--- config.mk ---
export PLATFORM = sky130hd
export DESIGN_NAME = addsub_serial_flat
export DESIGN_NICKNAME = d
export VERILOG_FILES = /design/src/rtl/addsub_pkg.sv /design/src/rtl/addsub_serial_if.sv /design/src/rtl/addsub_digit.sv /design/src/rtl/addsub_serial.sv /design/src/flat_wrapper.sv
export SDC_FILE = /design/constraint.sdc
export NUM_CORES = 1
export LEC_CHECK = 0
export ABC_CLOCK_PERIOD_IN_PS = 4000
export CORE_ASPECT_RATIO = 2
export CORE_MARGIN = 5
export CORE_UTILIZATION = 45
export CTS_BUF_LIST = sky130_fd_sc_hd__clkbuf_8
export DETAILED_ROUTE_END_ITERATION = 10
export GPL_TIMING_DRIVEN = 0
export PLACE_DENSITY_LB_ADDON = 0.15
export SYNTH_ARGS = -nofsm -noshare
export SYNTH_HDL_FRONTEND = slang
export SYNTH_HIERARCHICAL = 1
export SYNTH_SLANG_ARGS = --single-unit
--- constraint.sdc ---
create_clock -name CLK -period 4 [get_ports CLK]
set_input_delay 0.8 -clock CLK [delete_from_list [all_inputs] [get_ports CLK]]
set_output_delay 0.8 -clock CLK [all_outputs]
set_load 0.01 [all_outputs]
--- src/rtl/addsub_pkg.sv ---
// Shared constants and types for the serial adder/subtractor.
// Mode encodings and the two-state controller type.
package addsub_pkg;

    localparam logic MODE_ADD = 1'b0;
    localparam logic MODE_SUB = 1'b1;

    typedef enum logic {
        IDLE = 1'b0,
        RUN  = 1'b1
    } state_t;

endpackage

--- src/rtl/addsub_serial_if.sv ---
// Request/result bundle of the serial adder/subtractor.
// master = sequencer side, slave = arithmetic unit side.
interface addsub_serial_if #(
    parameter int WIDTH = 16
) ();

    logic             START;
    logic             MODE;
    logic [WIDTH-1:0] A;
    logic [WIDTH-1:0] B;
    logic [WIDTH-1:0] S;
    logic             CO;
    logic             OV;
    logic             Z;
    logic             BUSY;
    logic             DONE;

    modport master (
        output START, MODE, A, B,
        input  S, CO, OV, Z, BUSY, DONE
    );

    modport slave (
        input  START, MODE, A, B,
        output S, CO, OV, Z, BUSY, DONE
    );

endinterface

--- src/rtl/addsub_digit.sv ---
// Combinational DIGIT-bit ripple slice.
// cm is the carry into the top bit, used for signed overflow.
module addsub_digit #(
    parameter int DIGIT = 4
) (
    input  logic [DIGIT-1:0] a,
    input  logic [DIGIT-1:0] b,
    input  logic             ci,
    output logic [DIGIT-1:0] s,
    output logic             co,
    output logic             cm
);

    logic w_c;

    // ripple the carry through the slice, tapping the carry into the top bit
    always_comb begin
        s   = '0;
        w_c = ci;
        cm  = ci;
        for (int i = 0; i < DIGIT; i++) begin
            s[i] = a[i] ^ b[i] ^ w_c;
            if (i == DIGIT - 1) begin
                cm = w_c;
            end
            w_c = (a[i] & b[i]) | (w_c & (a[i] ^ b[i]));
        end
        co = w_c;
    end

endmodule

--- src/rtl/addsub_serial.sv ---
// Multi-cycle add/sub, DIGIT bits per cycle from the LSB, WIDTH/DIGIT cycles.
// Optional ADDSUB_SAT_EN: signed saturation of S on overflow.
module addsub_serial #(
    parameter int WIDTH = 16,
    parameter int DIGIT = 4
) (
    input  logic           CLK,
    input  logic           RST,
    addsub_serial_if.slave bus
);

    import addsub_pkg::*;

    localparam int N  = WIDTH / DIGIT;
    localparam int CW = (N > 1) ? $clog2(N) : 1;
    localparam logic [CW-1:0] LAST = CW'(N - 1);

    state_t           r_state;
    logic [WIDTH-1:0] r_a;
    logic [WIDTH-1:0] r_b;
    logic [WIDTH-1:0] r_acc;
    logic [WIDTH-1:0] r_s;
    logic [CW-1:0]    r_cnt;
    logic             r_carry;
    logic             r_co;
    logic             r_ov;
    logic             r_z;
    logic             r_busy;
    logic             r_done;

    logic [DIGIT-1:0] w_sum;
    logic             w_co;
    logic             w_cm;
    logic             w_ov;
    logic [WIDTH-1:0] w_acc_nxt;
    logic [WIDTH-1:0] w_s_fin;

    addsub_digit #(
        .DIGIT (DIGIT)
    ) u_digit (
        .a  (r_a[DIGIT-1:0]),
        .b  (r_b[DIGIT-1:0]),
        .ci (r_carry),
        .s  (w_sum),
        .co (w_co),
        .cm (w_cm)
    );

    // shift the new sum digit in at the top; after N cycles acc holds the result
    always_comb begin
        w_acc_nxt = r_acc >> DIGIT;
        w_acc_nxt[WIDTH-1 -: DIGIT] = w_sum;
        w_ov = w_cm ^ w_co;
`ifdef ADDSUB_SAT_EN
        if (w_ov) begin
            w_s_fin = w_acc_nxt[WIDTH-1] ? {1'b0, {(WIDTH-1){1'b1}}}
                                         : {1'b1, {(WIDTH-1){1'b0}}};
        end else begin
            w_s_fin = w_acc_nxt;
        end
`else
        w_s_fin = w_acc_nxt;
`endif
    end

    // controller, operand shifters and registered results
    always_ff @(posedge CLK or posedge RST) begin
        if (RST) begin
            r_state <= IDLE;
            r_a     <= '0;
            r_b     <= '0;
            r_acc   <= '0;
            r_s     <= '0;
            r_cnt   <= '0;
            r_carry <= 1'b0;
            r_co    <= 1'b0;
            r_ov    <= 1'b0;
            r_z     <= 1'b0;
            r_busy  <= 1'b0;
            r_done  <= 1'b0;
        end else begin
            r_done <= 1'b0;
            unique case (r_state)
                IDLE: begin
                    if (bus.START) begin
                        r_a     <= bus.A;
                        r_b     <= bus.B ^ {WIDTH{bus.MODE}};
                        r_carry <= bus.MODE;
                        r_cnt   <= '0;
                        r_acc   <= '0;
                        r_busy  <= 1'b1;
                        r_state <= RUN;
                    end
                end
                RUN: begin
                    r_a     <= r_a >> DIGIT;
                    r_b     <= r_b >> DIGIT;
                    r_acc   <= w_acc_nxt;
                    r_carry <= w_co;
                    r_cnt   <= r_cnt + CW'(1);
                    if (r_cnt == LAST) begin
                        r_s     <= w_s_fin;
                        r_co    <= w_co;
                        r_ov    <= w_ov;
                        r_z     <= (w_s_fin == '0);
                        r_done  <= 1'b1;
                        r_busy  <= 1'b0;
                        r_state <= IDLE;
                    end
                end
                default: r_state <= IDLE;
            endcase
        end
    end

    assign bus.S    = r_s;
    assign bus.CO   = r_co;
    assign bus.OV   = r_ov;
    assign bus.Z    = r_z;
    assign bus.BUSY = r_busy;
    assign bus.DONE = r_done;

endmodule

--- src/flat_wrapper.sv ---
// flat-port wrapper written by rule: the top's interface ports become plain ports
module addsub_serial_flat import addsub_pkg::*;
#(
    parameter int WIDTH = 16,
    parameter int DIGIT = 4
)
  (CLK, RST, bus_START, bus_MODE, bus_A, bus_B, bus_S, bus_CO, bus_OV, bus_Z, bus_BUSY, bus_DONE);
  addsub_serial_if #(.WIDTH(WIDTH)) bus_i ();
  input  logic CLK;
  input  logic RST;
  input wire logic [$bits(bus_i.START)-1:0] bus_START;
  input wire logic [$bits(bus_i.MODE)-1:0] bus_MODE;
  input wire logic [$bits(bus_i.A)-1:0] bus_A;
  input wire logic [$bits(bus_i.B)-1:0] bus_B;
  output wire logic [$bits(bus_i.S)-1:0] bus_S;
  output wire logic [$bits(bus_i.CO)-1:0] bus_CO;
  output wire logic [$bits(bus_i.OV)-1:0] bus_OV;
  output wire logic [$bits(bus_i.Z)-1:0] bus_Z;
  output wire logic [$bits(bus_i.BUSY)-1:0] bus_BUSY;
  output wire logic [$bits(bus_i.DONE)-1:0] bus_DONE;
  assign bus_i.START = bus_START;
  assign bus_i.MODE = bus_MODE;
  assign bus_i.A = bus_A;
  assign bus_i.B = bus_B;
  assign bus_S = bus_i.S;
  assign bus_CO = bus_i.CO;
  assign bus_OV = bus_i.OV;
  assign bus_Z = bus_i.Z;
  assign bus_BUSY = bus_i.BUSY;
  assign bus_DONE = bus_i.DONE;
  addsub_serial #(.WIDTH(WIDTH), .DIGIT(DIGIT)) u_core (.CLK(CLK), .RST(RST), .bus(bus_i));
endmodule
# Yosys cells after proc, flatten, opt, wreduce, memory -nomap -nowiden
# Cells that the tools add are included.
totals:
  ff_bits: 73
  input_bits: 36
  output_inout_bits: 21
  wordCells: 60
op_classes:
  add_sub_neg: 1
  n_eq_ne: 3
  mux: 18
  n_bitwise: 23
  n_reduce_logical: 3
op_table:
  columns: ["cell", "count"]
  rows:
  - ["case mux 16 bit (2 select lines)", 3]
  - ["two-way mux 16 bit", 3]
  - ["logical NOT 16 bit", 1]
  - ["XOR 16 bit", 1]
  - ["XOR 1 bit", 9]
  - ["AND 1 bit", 8]
  - ["two-way mux 1 bit", 7]
  - ["case mux 1 bit (2 select lines)", 3]
  - ["!= test 2 bit, second input constant", 2]
  - ["bitwise OR 1 bit", 4]
  - ["case mux 2 bit (2 select lines)", 1]
  - ["AND reduction 2 bit", 2]
  - ["adder 2 x 1 -> 2 bit, second input constant", 1]
  - ["== test 2 bit, second input constant", 1]
  - ["two-way mux 2 bit", 1]
  - ["NOT 1 bit", 1]

# Longest topological paths before layout
# Gate-level depths: netlist (run 1).
depth:
  depth_word: 10
  ltp_mapped: 9
  ltp_nobuf: 9

# Cells and area by module
# The synthesis (run 1) kept the hierarchy.
modules_own_cells:
  columns: ["mod", "n_inst", "cells_each", "area_each_um2", "seq_area_each_um2"]
  rows:
  - ["addsub_serial", 1, 269, 3096.7, 1726.7]
  - ["addsub_digit", 1, 12, 110.1, 0.0]

# Worst setup path before layout (run 1)
# Ideal clock, no wire load.
synth_path:
  path_kind: "reg-to-reg"
  from: "reg u_core.r_a[0]"
  to: "reg u_core.r_z, in the netlist u_core/bus.Z"
  setup_ns: 0.083
  arrival_ns: 2.194
  required_time_ns: 3.917
  slack_ns: 1.723
  stages_incl_launch_ff: 10
  n_path_buf: 0
  synth_period_minus_slack_ns: 2.277
  path_cell_list: "dfrtp_1 > fa_1 > inv_1 > fa_1 > fa_1 > inv_1 > fa_1 > nor4_1 > nand4_1 > o21ai_0"
synth_between:
  elab_chain_len: 9
  elab_cells_between_ends: 13
  cone_classes: "bitwise: 12; reduce/logical: 1"
synth_lines:
  columns: ["element", "line", "rtl"]
  rows:
  - ["start: declaration", "addsub_serial.sv:19", "logic [WIDTH-1:0] r_a;"]
  - ["start signal: assignment", "addsub_serial.sv:86", "r_a <= bus.A;"]
  - ["start signal: assignment", "addsub_serial.sv:96", "r_a <= r_a >> DIGIT;"]
  - ["XOR 1 bit", "addsub_digit.sv:26", "w_c = (a[i] & b[i]) | (w_c & (a[i] ^ b[i]));"]
  - ["AND 1 bit", "addsub_digit.sv:26", null]
  - ["bitwise OR 1 bit *", "addsub_digit.sv:26", null]
  - ["AND 1 bit *", "addsub_digit.sv:26", null]
  - ["bitwise OR 1 bit *", "addsub_digit.sv:26", null]
  - ["AND 1 bit *", "addsub_digit.sv:26", null]
  - ["bitwise OR 1 bit *", "addsub_digit.sv:26", null]
  - ["named net u_core.w_cm", "addsub_serial.sv:33", "logic w_cm;"]
  - ["XOR 1 bit *", "addsub_digit.sv:22", "s[i] = a[i] ^ b[i] ^ w_c;"]
  - ["named net u_core.w_sum[3]", "addsub_serial.sv:31", "logic [DIGIT-1:0] w_sum;"]
  - ["logical NOT 16 bit *", "addsub_serial.sv:105", "r_z <= (w_s_fin == '0);"]
  - ["end signal: assignment", "addsub_serial.sv:105", null]
  - ["end: declaration", "addsub_serial.sv:27", "logic r_z;"]
# The timed path passes the listed nets; every way through them passes the cells marked *.
# A chain may end at the register's enable or synchronous reset.

# Worst setup path in the final report (run 1)
layout_path:
  from: "reg u_core.r_b[0]"
  to: "reg u_core.r_z, in the netlist u_core/bus.Z"
layout_between:
  elab_chain_len: 9
  elab_cells_between_ends: 13
  cone_classes: "bitwise: 12; reduce/logical: 1"
layout_lines:
  columns: ["element", "line", "rtl"]
  rows:
  - ["start: declaration", "addsub_serial.sv:20", "logic [WIDTH-1:0] r_b;"]
  - ["start signal: assignment", "addsub_serial.sv:87", "r_b <= bus.B ^ {WIDTH{bus.MODE}};"]
  - ["start signal: assignment", "addsub_serial.sv:97", "r_b <= r_b >> DIGIT;"]
  - ["XOR 1 bit", "addsub_digit.sv:26", null]
  - ["AND 1 bit", "addsub_digit.sv:26", null]
  - ["bitwise OR 1 bit *", "addsub_digit.sv:26", null]
  - ["AND 1 bit *", "addsub_digit.sv:26", null]
  - ["bitwise OR 1 bit *", "addsub_digit.sv:26", null]
  - ["AND 1 bit *", "addsub_digit.sv:26", null]
  - ["bitwise OR 1 bit *", "addsub_digit.sv:26", null]
  - ["named net u_core.w_cm", "addsub_serial.sv:33", null]
  - ["XOR 1 bit *", "addsub_digit.sv:22", null]
  - ["named net u_core.w_sum[3]", "addsub_serial.sv:31", null]
  - ["logical NOT 16 bit *", "addsub_serial.sv:105", null]
# Marked as above.

==> results of run 1 <==
[state kept, by name, summed over array words and instances (netlist names), 2 cells and up]
| register | flops |
|---|---|
| u_core/r_a | 16 |
| u_core/r_b | 16 |
| u_core/r_cnt | 2 |
| u_core/r_acc | 12 |
| u_core/bus.S | 16 |
[worst paths after layout]
check / cells after the start / to / startpoint / slack [ps]
hold / removal: 2 / u_core/bus.OV$_DFFE_PP0P_ / u_core/bus.OV$_DFFE_PP0P_ / 480
hold reg to reg: 2 / u_core/bus.OV$_DFFE_PP0P_ / u_core/bus.OV$_DFFE_PP0P_ / 480
setup reg to reg: 9 / u_core/bus.Z$_DFFE_PP0P_ / u_core/r_b[0]$_DFFE_PP0P_ / 1390
max in group asynchronous: 2 / u_core/bus.S[2]$_DFFE_PP0P_ / RST / 2460
setup / recovery: 9 / u_core/bus.Z$_DFFE_PP0P_ / u_core/r_b[0]$_DFFE_PP0P_ / 1390
min in group asynchronous: 2 / u_core/r_a[0]$_DFFE_PP0P_ / RST / 980
[routing by layer]
| layer | share of wire (%) | GRT usage, % | vias up |
|---|---|---|---|
| met5 | 0 | 0 | - |
| met4 | 1.7 | 7.67 | 0 |
| met3 | 4.6 | 4.27 | 9 |
| met2 | 56 | 29.1 | 60 |
| met1 | 38 | 17.0 | 1080 |
| li1 | - | - | 1065 |
[cell families (layout without fill, tap and decap cells)]
logic type               after synthesis  in the layout  share of synthesized area, %
multiplexers                          47             47                          16.5
adder cells (fa/ha/maj)                5              5                          2.89
flip-flops                            69             69                          53.8
buffers and inverters                 30            100                          5.23
XOR/XNOR                              17             17                          4.64
AND/OR/NAND/NOR                       68             68                          9.36
AO/OA/AOI/OAI                         45             45                          7.49
[final cells by class]
class	instances	area [sq um]
inverters	11	43.8
well taps	90	113
flip-flops and latches	69	1730
fillers	624	2870
multi-input cells	182	1310
plain buffers	19	126
repair buffers	54	541
clock inverters	4	45.0
clock buffers	12	165
[report_power, final]
| group | switching [mW] | leakage [nW] | internal (mW) | total [mW] |
|---|---|---|---|---|
| sequential | 0.189 | 0.899 | 0.966 | 1.15 |
| combinational | 0.476 | 0.891 | 0.528 | 1.00 |
| clock | 0.253 | 0.112 | 0.336 | 0.588 |
[worst max-delay path, cell delays in order (launching register included)]
cell,delay [ps]
dfrtp_1,390
fa_1,180
inv_1,50
fa_1,370
fa_1,390
inv_1,110
fa_1,460
nor4_1,250
nand4_1,170
o21ai_0,170
[cell usage in the layout, fill, tap and decap left out, drive strengths merged, types with 5 or more instances in the layout]
cell type | synthesis | final
buf | 15 | 15
clkbuf | 4 | 16
clkdlybuf4s50 | 0 | 54
dfrtp | 69 | 69
inv | 11 | 11
mux2 | 18 | 18
mux2i | 29 | 29
nand2 | 40 | 40
nand2b | 12 | 12
nor2 | 11 | 11
o21ai | 39 | 39
xnor2 | 5 | 5
xor2 | 12 | 12
[metrics by stage]
step | power (mW) | util (%)
finish | 2.75 | 58.7
global route | 2.92 | 58.7
CTS | 2.78 | 58.7
detailed placement | 2.18 | 55.7
global placement | 2.16 | 55.6
floorplan | 1.76 | -
==> impl_results.md, run 1 <==
* Cell Area, Synth at 3210 sq um
* Total number of yosys warnings at 6
* Post-synthesis instance total at 281
* Clock Tree Buf Depth at 2
* Type of the most critical hold path: flip-flop to flip-flop
* Number of nets in the synthesized netlist at ~320
* Overall die height at 129 um
* Routed wire per std cell at 15.6 um
* Clock transition at path regs at about 70 ps
* IO Count at 57
* Antenna Cells at 0
* Power density cells at 674 nW/um^2
* Placement row count at 43
* Highest Clock Rate at between 0.3 and 0.4 GHz
* Cell area after placement at a little under 4000 sq um
* Number of max-slew violations in the final report at 0
* Final setup violation count at 0
* Type of the setup path with the least slack: flip-flop to flip-flop
* TritonCTS clock tree: yes
* Minimum setup slack after placement at 1380 ps
* Detailed Routing Iterations Pass 1 at 4
* Die Area at ~9000 sq um
* Final WS setup at 1390 ps
* Hold slack at 481 ps
* Primary flip-flop cell chosen by synthesis mapping: dfrtp_1
* Post-synthesis average cell area at around 11 sq um
* Cell types occupying the most area after synthesis: dfrtp_1 (54%), mux2i_1 (9.1%), o21ai_0 (5.9%)
* Buffers on Ports at 54
* VDD IR max at between 0.0003 and 0.0004 V
* Dominant cell type by area after synthesis: dfrtp_1
* Most common library cells after synthesis: dfrtp_1 (69), nand2_1 (39), o21ai_0 (38)
* Fraction of synthesis flops using an asynchronous set or reset pin at 100%
* Setup Total Neg Slack at 0 ps
* Final cycle utilization of the critical path at 65.3%
* Total placed cells including tap cells at 425
* Post-layout net count at a little under 400
* Result of the run: finished, final reports clean
* Number of flip-flops and latches in the synthesized netlist at 69
* Wire length of the first global-routing pass at 10.8 mm
* Clock skew after layout at 3.36 ps
* Worst skew pair latency at about 340 ps
* DRC violations left at 0
* DRT antenna net count at 0
* Slew at the pin closest to its max-slew limit at 853 ps
* Final HPWL DP at 5.05 mm
* Aggregate routed wire length at around 6.9 mm
* Initial cell density of the core at 46.2%
* Core footprint at just under 7000 sq um
* Endpoints failing hold at 0
* RSZ-0062 raised after global routing: no
* Arrival time of data at the critical path endpoint at ~2900 ps
* Kind of end point of the critical path: flip-flop
* Via count of the first global-routing pass at about 2200
* Slew headroom at 43.2%
* Buffers inserted during post-CTS setup optimization at 0
* Critical Path Fanout Max at 3
* Die width at roughly 70 um
* First-iteration detailed-routing DRC count at 197
* Cell at the root of the clock tree: clkbuf_8
* Cell area after layout at 4070 sq um
* Required time of the critical path at 4270 ps
* Antenna violations before repair at 0
* Count of non-filler cells in the finished layout at about 440
* Share of post-route cells with drive strength above 1 at 13.1%
* Area share of the largest cell type after synthesis at 53.8%
* Type of element launching the critical path: flip-flop
* Placer Congestion at between 0.8 and 0.9
* Area delta synth->final at 27.0%
* GRT overflow at 0
* Deepest level of the CTS H-tree at 3
* Post-cts gate resize count at 0
* Routed vias at ~2200
* Seq/Total Area, Yosys at between 50% and 60%
* Most common cell in the synthesized netlist: dfrtp_1
* Count of flip-flops with a built-in enable after synthesis at 0
* Maxcap violations at 0
* Static power due to leakage at 1.90 nW
* Global-route usage over all layers at 16.0%
* Ratio of routed vias to standard cells at 5.02
* Num CTS Buffers at 9
* Final period demand of the worst path at 2610 ps
* Number of distinct library cells after synthesis at 26
* Pin count of the biggest net entering global routing at 70
* Post-CTS Hold Fix Bufs at 0
* Clock tree sinks at 69
Note: power is estimated with default switching activity, not from simulation.
==> run 2: changes to the inputs <==
--- a/config.mk
+++ b/config.mk
@@ -5,7 +5,7 @@
 export SDC_FILE = /design/constraint.sdc
 export NUM_CORES = 1
 export LEC_CHECK = 0
-export ABC_CLOCK_PERIOD_IN_PS = 4000
+export ABC_CLOCK_PERIOD_IN_PS = 2500
 export CORE_ASPECT_RATIO = 2
 export CORE_MARGIN = 5
 export CORE_UTILIZATION = 45
==> constraint.sdc (replaced) <==
create_clock -name CLK -period 2.5 [get_ports CLK]
set_input_delay 0.5 -clock CLK [delete_from_list [all_inputs] [get_ports CLK]]
set_output_delay 0.5 -clock CLK [all_outputs]
set_load 0.01 [all_outputs]
==> run 2 against run 1 <==
The flow now finishes with violations (setup timing). Clock-buffer cell count is the same. Cell count increased by 1.1%. Highest routed layer unchanged. Power up 63%. Fmax is 3.9% higher. Utilization rose by 0.74 points. Largest power group unchanged. First-iteration DRC count is 10% lower. Final area grew 1.3%.
==> impl_results.md, run 2 (synthesis gave the netlist of run 1 again) <==
* Result of the run: finished, violations left
* Violated checks: setup timing
* Type of the setup path with the least slack: flip-flop to flip-flop
* Cell at the root of the clock tree: clkbuf_8
* Maxcap violations at 0
* Die Area at 9020 sq um
* Commonest non-fill, non-tap cell in the layout: dfrtp_1
* Library cell appearing most often on the critical path: fa_2
* Register-to-register path setup slack at -20 ps
* Cell depth of the worst min-delay path at 2
* Slew at the pin closest to its max-slew limit at 844 ps
* Core footprint at 6940 sq um
* First-iteration detailed-routing DRC count at 177
* Power density cells at 1080 nW/um^2
* Detailed Routing Iterations Pass 1 at 6
* Buffers on Ports at 54
* Ratio of routed vias to standard cells at 5.08
* Hold slack at 481 ps
* Slew headroom at 43.8%
* Area delta synth->final at 28.6%
* IO Count at 57
* Number of max-slew violations in the final report at 0
* Cell area after placement at 3860 sq um
* Utilization after layout at 59.4%
* Overall die height at about 130 um
* Clock tree sinks at 69
* Post-layout net count at 392
* Most frequent cells in the layout: dfrtp_1 (69), clkdlybuf4s50_1 (54), nand2_1 (39), o21ai_0 (37), mux2i_1 (29)
* Antenna violations before repair at 0
* Critical-path top delay cell: fa_1
* Kind of end point of the critical path: flip-flop
* Clock transition at path regs at 70 ps
* Arrival time of data at the critical path endpoint at between 2000 and 3000 ps
* Deepest level of the CTS H-tree at 3
* DRT antenna net count at 0
* Clock Tree Buf Depth at 2
* Final period demand of the worst path at 2520 ps
* Final HPWL DP at 5.05 mm
* Num CTS Buffers at 9
* Type of the most critical hold path: flip-flop to flip-flop
* Static power due to leakage at 1.93 nW
* Number of cell instances on the worst register-to-register path at 9
* Via count of the first global-routing pass at 2226
* Pin count of the biggest net entering global routing at 70
* Routed wire per std cell at 15.5 um
* Placement row count at between 40 and 50
* Wire length of the first global-routing pass at about 11 mm
* Final cycle utilization of the critical path at 101%
* Setup Total Neg Slack at -16.2 ps
* Share of post-route cells with drive strength above 1 at between 15 and 20%
* Global-route usage over all layers at 16.0%
* Ordered cell list for the critical path: fa_2 > inv_2 > fa_2 > fa_2 > inv_2 > fa_1 > nor4_2 > nand4_1 > o21ai_1
* Required time of the critical path at about 2800 ps
* Placer Congestion at slightly above 0.8
* Antenna Cells at 0
* Clock skew after layout at around 2.9 ps
* TritonCTS clock tree: yes
* VDD IR max at 0.000490 V
* Type of element launching the critical path: flip-flop
* Highest Clock Rate at 0.397 GHz
* Routed vias at ~2300
* Critical Path Fanout Max at 2
* Endpoints failing hold at 0
* DRC violations left at 0
* RSZ-0062 raised after global routing: yes
* Largest stage delay on the critical path at 440 ps
* Aggregate routed wire length at 6.93 mm
* Worst skew pair latency at 350 ps
* Cell area after layout at 4120 sq um
* Initial cell density of the core at between 40% and 50%
* Die width at 69.7 um
* Final setup violation count at 1
* Final WS setup at -16.2 ps
* GRT overflow at 0
[run 2: changes by cell type in the layout (fill, tap and decap cells not counted), sizes merged]
| cell | before | now |
|---|---|---|
| buf | 15 | 20 |
[run 2: per-stage QoR]
step / power, mW / std cells / setup WS, ps
after detailed placement: 3.49 / 425 / -119
after global placement: 3.45 / 425 / -925
after floorplan: 2.82 / 281 / 223
after global routing: 4.75 / 446 / -97.3
after CTS: 4.50 / 444 / 9.23
final: 4.47 / 446 / -16.2
[run 2: final timing paths]
check,to,start
worst max-delay path,u_core/bus.Z$_DFFE_PP0P_,u_core/r_a[0]$_DFFE_PP0P_
worst min-delay path,u_core/bus.OV$_DFFE_PP0P_,u_core/bus.OV$_DFFE_PP0P_
worst max register to register,u_core/bus.Z$_DFFE_PP0P_,u_core/r_a[0]$_DFFE_PP0P_
worst min register to register,u_core/bus.OV$_DFFE_PP0P_,u_core/bus.OV$_DFFE_PP0P_
max in group asynchronous,u_core/bus.S[12]$_DFFE_PP0P_,RST
min in group asynchronous,u_core/r_a[0]$_DFFE_PP0P_,RST
[run 2: layout make-up]
type / instances / area, sq um
repair buffers: 59 / 578
clock inverters: 4 / 45.0
well taps: 90 / 113
multi-input cells: 182 / 1330
flip-flops and latches: 69 / 1730
inverters: 11 / 43.8
plain buffers: 19 / 126
clock buffers: 12 / 165
fillers: 618 / 2820
[run 2: per-layer routing]
| layer | vias up | track usage (%) | share of wire [%] |
|---|---|---|---|
| li1 | 1076 | - | - |
| met1 | 1126 | 17.0 | 38 |
| met2 | 58 | 29.2 | 57 |
| met3 | 4 | 4.27 | 4.7 |
| met4 | 0 | 7.67 | 1.1 |
| met5 | - | 0 | 0 |
[run 2: critical path: cells and delay by family, from the launching register on]
| family | cells | cell delay (ps) |
|---|---|---|
| AO/OA/AOI/OAI | 1 | 160 |
| flip-flops | 1 | 390 |
| adder cells (fa/ha/maj) | 4 | 1340 |
| AND/OR/NAND/NOR | 2 | 450 |
| buffers and inverters | 2 | 110 |
[run 2: power by group]
part | total [mW] | switching (mW) | internal [mW]
Combinational | 1.68 | 0.776 | 0.900
Clock | 0.941 | 0.404 | 0.537
Sequential | 1.85 | 0.307 | 1.55
Total | 4.47 | 1.49 | 2.98
[run 2: repair_timing]
action,4_1_cts,5_1_grt
pin swaps,1,4
gates resized for setup,3,4
endpoints found under the hold margin,0,0
gates cloned,0,0
hold buffers,0,0
setup endpoints to repair,1,2
buffers inserted,3,2
